**config.mk**
```make
export PLATFORM = sky130hd
export DESIGN_NAME = fir_out_stage
export DESIGN_NICKNAME = d
export VERILOG_FILES = /design/src/rtl/fir_out_stage.sv
export SDC_FILE = /design/constraint.sdc
export NUM_CORES = 1
export LEC_CHECK = 0
export CAP_MARGIN = 25
export CORE_AREA = 2 2 89 83
export CTS_CLUSTER_SIZE = 10
export DETAILED_ROUTE_END_ITERATION = 6
export DIE_AREA = 0 0 91 85
export MAX_ROUTING_LAYER = met4
export PLACE_DENSITY = 0.78
export SYNTH_ARGS = -nofsm -noshare
export SYNTH_HDL_FRONTEND = slang
export SYNTH_SLANG_ARGS = --single-unit
```
**constraint.sdc**
```tcl
create_clock -name clk -period 2.4 [get_ports clk]
set_clock_uncertainty 0.1 [all_clocks]
set_input_delay 0.48 -clock clk [delete_from_list [all_inputs] [get_ports clk]]
set_output_delay 0.48 -clock clk [all_outputs]
set_load 0.01 [all_outputs]
```
**src/rtl/fir_out_stage.sv**
```systemverilog
// FIR output stage: arithmetic scaling, saturation to the output width, and a
// 2-entry skid FIFO driving an AXI-Stream master, with frame and clip counters.
module fir_out_stage #(
  parameter int unsigned C_S00_AXIS_TDATA_WIDTH = 32,
  parameter int unsigned C_M00_AXIS_TDATA_WIDTH = 16,
  parameter int unsigned SHIFT                  = 8
) (
  input  logic                              clk,
  input  logic                              rst_in,
  input  logic [C_S00_AXIS_TDATA_WIDTH-1:0] data_in,
  input  logic                              valid_in,
  input  logic                              last_in,
  output logic                              ready_out,
  output logic [C_M00_AXIS_TDATA_WIDTH-1:0] m00_axis_tdata,
  output logic                              m00_axis_tvalid,
  output logic                              m00_axis_tlast,
  input  logic                              m00_axis_tready,
  output logic [15:0]                       frame_count_out,
  output logic [15:0]                       sat_count_out
);

  localparam int unsigned W_IN  = C_S00_AXIS_TDATA_WIDTH;
  localparam int unsigned W_OUT = C_M00_AXIS_TDATA_WIDTH;
  localparam int unsigned CNT_W = 16;

  localparam logic signed [W_IN-1:0] SAT_MAX =
    {{(W_IN - W_OUT + 1){1'b0}}, {(W_OUT - 1){1'b1}}};
  localparam logic signed [W_IN-1:0] SAT_MIN =
    {{(W_IN - W_OUT + 1){1'b1}}, {(W_OUT - 1){1'b0}}};

  typedef enum logic [1:0] {
    EMPTY = 2'd0,
    ONE   = 2'd1,
    FULL  = 2'd2
  } state_t;

  state_t state, state_next;

  logic [W_OUT-1:0] head_data, tail_data;
  logic             head_last, tail_last;
  logic [CNT_W-1:0] frame_count, sat_count;

  logic signed [W_IN-1:0] shifted;
  logic                   clip_hi, clip_lo, clipped;
  logic [W_OUT-1:0]       sat_val;
  logic                   push, pop;
  logic                   load_head_new, load_tail_new, shift_tail;

  // Scale and clip at push time so the FIFO only ever holds final samples.
  assign shifted = $signed(data_in) >>> SHIFT;
  assign clip_hi = shifted > SAT_MAX;
  assign clip_lo = shifted < SAT_MIN;
  assign clipped = clip_hi | clip_lo;
  assign sat_val = clip_hi ? SAT_MAX[W_OUT-1:0] :
                   clip_lo ? SAT_MIN[W_OUT-1:0] : shifted[W_OUT-1:0];

  assign ready_out       = (state != FULL) && !rst_in;
  assign m00_axis_tvalid = (state != EMPTY);
  assign m00_axis_tdata  = head_data;
  assign m00_axis_tlast  = head_last;
  assign frame_count_out = frame_count;
  assign sat_count_out   = sat_count;

  assign push = valid_in && ready_out;
  assign pop  = m00_axis_tvalid && m00_axis_tready;

  always_ff @(posedge clk) begin
    if (rst_in) state <= EMPTY;
    else        state <= state_next;
  end

  always_comb begin
    state_next    = state;
    load_head_new = 1'b0;
    load_tail_new = 1'b0;
    shift_tail    = 1'b0;
    case (state)
      EMPTY: begin
        if (push) begin
          state_next    = ONE;
          load_head_new = 1'b1;
        end
      end
      ONE: begin
        if (push && pop) begin
          load_head_new = 1'b1;
        end else if (push) begin
          state_next    = FULL;
          load_tail_new = 1'b1;
        end else if (pop) begin
          state_next = EMPTY;
        end
      end
      FULL: begin
        if (pop) begin
          state_next = ONE;
          shift_tail = 1'b1;
        end
      end
      default: state_next = EMPTY;
    endcase
  end

  // Head is always the oldest entry; tail only fills when head is occupied.
  always_ff @(posedge clk) begin
    if (rst_in) begin
      head_data <= '0;
      head_last <= 1'b0;
      tail_data <= '0;
      tail_last <= 1'b0;
    end else begin
      if (load_head_new) begin
        head_data <= sat_val;
        head_last <= last_in;
      end else if (shift_tail) begin
        head_data <= tail_data;
        head_last <= tail_last;
      end
      if (load_tail_new) begin
        tail_data <= sat_val;
        tail_last <= last_in;
      end
    end
  end

  always_ff @(posedge clk) begin
    if (rst_in) begin
      frame_count <= '0;
      sat_count   <= '0;
    end else begin
      if (pop && head_last) frame_count <= frame_count + CNT_W'(1);
      if (push && clipped && (sat_count != {CNT_W{1'b1}}))
        sat_count <= sat_count + CNT_W'(1);
    end
  end

endmodule

```
==> metrics <==
router iterations before antenna repair 4; core area 0.006822 mm²; synth warn 0; drt drc 0; Slew @ Worst Pin roughly 0.7 ns; fin nets 499; Hold Path Depth 2; Num CTS Buffers 9; Setup-failing EPs final 0; EDFF count, synth 0; hold_buf cts 0; wirelength, routed 7649 µm; fin util 63.04%; Final Wtd Congestion 0.7944; CP Launch Type flop; Reg-to-Reg End sat_count_out[1]$_SDFFE_PP0P_; Synthesized Nets 423; routed vias/inst 5.437; slew margin rel. 53.95%; most common cell after layout, fill and taps aside clkdlybuf4s50_1; final hold violation count 0; hold worst-path end state[0]$_SDFFE_PP0P_; worst skew pair latency 0.33 ns; Die ar. approximately 0.0077 mm²; grt ovf 0; Worst Setup Path Type reg2out; Max IR drop VDD 390.3 µV; fmax roughly 480 MHz; most used flip-flop cell after synthesis dfxtp_1; max-slew violation count 0; die width around 91 µm; post-synthesis sequential area ratio 42.80%; post-route ant nets 0; Data arrival, critical path 1.51 ns; worst endpoint required time 1.82 ns; clock root buffer clkbuf_8; Via Count 3034; CTS tree built; hpwl dp about 5200 µm; fin crit period 2.092 ns; FF+latch count, synth 68; clock sink count 68; MaxCap Viol Count 0; synthesized area between 0.003 and 0.004 mm²; n_diodes 0; CP Launch Point state[1]$_SDFFE_PP0P_; Longest Clk Path Bufs 2; DRT iter0 DRCs 137; Clock transition at path regs 0.07 ns; Avg Cell Area, Syn 8.283 µm²; worst r2r src sat_count_out[2]$_SDFFE_PP0P_; Pleak 1.474 nW; post_cts resized 0; worst r2r path cells 6; min-delay worst type in2reg; outcome finished clean; commonest cells after routing, fill and taps aside clkdlybuf4s50_1, dfxtp_1, nand2_1; Port Buf Inserts 79; Initial Util 46.63%; total track usage 21.06%; row count 29; initial antenna violation count 0; Area Growth Syn to Fin 35.21%; H-tree levels 3; Setup TNS 0 ns; # IOs 88; Setup Fix Bufs, Post-CTS 0; post-synthesis cell type count 48; Die Ht 85 µm; Hold Startpoint rst_in; Hold WS between 0.3 and 0.4 ns; final worst path period share just under 90%; Post-synth ARST share 0%; first-pass GRT wire length 13300 µm; cells after synthesis around 380; FF-to-FF setup slack 0.55 ns; share of layout cells above drive strength 1 8.602%; endpoint type of the worst setup path output port; pin count of the biggest net entering global routing 67; RSZ-0062 raised after global routing no; vias in the first global route 2965; pwr/cell area 575.8 mW/mm²; average routed wire per standard cell 13.71 µm; crit path max fanout 8
flip-flops by register name (all words and copies together) (netlist names):
register / flops
tail_data: 16
frame_count_out: 16
state: 2
sat_count_out: 16
tail_last: 1
m00_axis_tlast: 1
m00_axis_tdata: 16
report_power, final:
| group | switching, W | total [W] | internal (W) |
|---|---|---|---|
| Clock | 0.000438 | 0.00102 | 0.000585 |
| Sequential | 0.0000189 | 0.00118 | 0.00116 |
| Combinational | 0.000134 | 0.000278 | 0.000143 |
layout make-up:
cell class	count	area (µm²)
Clock inverter	6	88.84
Fill cell	639	2521
Timing Repair Buffer	91	913.4
Sequential cell	68	1361
Clock buffer	10	127.6
Multi-Input combinational cell	288	1685
Tap cell	93	116.4
Inverter	2	7.507
metal layers:
metal | vias to the layer above | global-route usage, % | wire length [µm]
met3 | 8 | 3.286 | 314
met5 | - | - | 0
met2 | 70 | 36.63 | 3773
li1 | 1517 | - | -
met4 | 0 | 7.025 | 80
met1 | 1439 | 25.00 | 3481
cells in the mapped netlist (2+ instances only):
cell       n  area, µm²
nand4_1    8      50.05
xnor2_1    2      17.52
clkbuf_1  14      52.55
buf_2      7      35.03
buf_6      2      22.52
ha_1       2      25.02
nand3_1   25      125.1
nor4_4     2      42.54
mux2i_1    2      20.02
o21ai_0    4      20.02
nor2_1    40      150.1
nor4_1     2      12.51
and4_1     4      35.03
nor3_1     3      15.01
inv_1      2      7.510
xor2_1    14      122.6
a311oi_1  17      148.9
or3_1     12      75.07
o21a_1    16      120.1
nand2b_1   3      18.77
nor2b_1    4      25.02
a21oi_1   31      155.2
o21ai_1    8      40.04
dfxtp_1   68       1361
and2_1     3      18.77
and3_1     4      25.02
nand2_1   64      240.2
worst max path at each step:
stage / endpoint / slack (ns) / cells after the start
floorplan: ready_out / 0.49 / 4
global placement: tail_data[8]$_SDFFE_PP0P_ / 0.07 / 5
detailed placement: tail_data[15]$_SDFFE_PP0P_ / 0.01 / 5
CTS: ready_out / 0.29 / 3
global route: ready_out / 0.21 / 3
finish: ready_out / 0.31 / 3
worst max-delay path: stages (launching register included):
cell and delay, ns:
dfxtp_1 0.37, nor2b_1 0.16, nor2_1 0.10, clkdlybuf4s50_1 0.55
per-stage QoR:
stage | cells | area (µm²) | power [W] | setup slack [ns]
after floorplan | 384 | 3181 | 0.001337 | 0.4927
after global placement | 542 | 4084 | 0.001473 | 0.07414
after detailed placement | 542 | 4084 | 0.001479 | 0.009712
after CTS | 558 | 4300 | 0.002502 | 0.2910
after global routing | 558 | 4300 | 0.002581 | 0.2088
final | 558 | 4300 | 0.002476 | 0.3084
cells by family after synthesis:
kind of cell	count (synthesis)	share of synthesized area, %
flops	68	42.80
buf+inv	28	4.209
compound gates	89	19.51
mux	2	0.6295
simple gates	179	27.65
fa+ha+maj	2	0.7867
xor+xnor	16	4.406
Note: power is estimated with default switching activity, not from simulation.
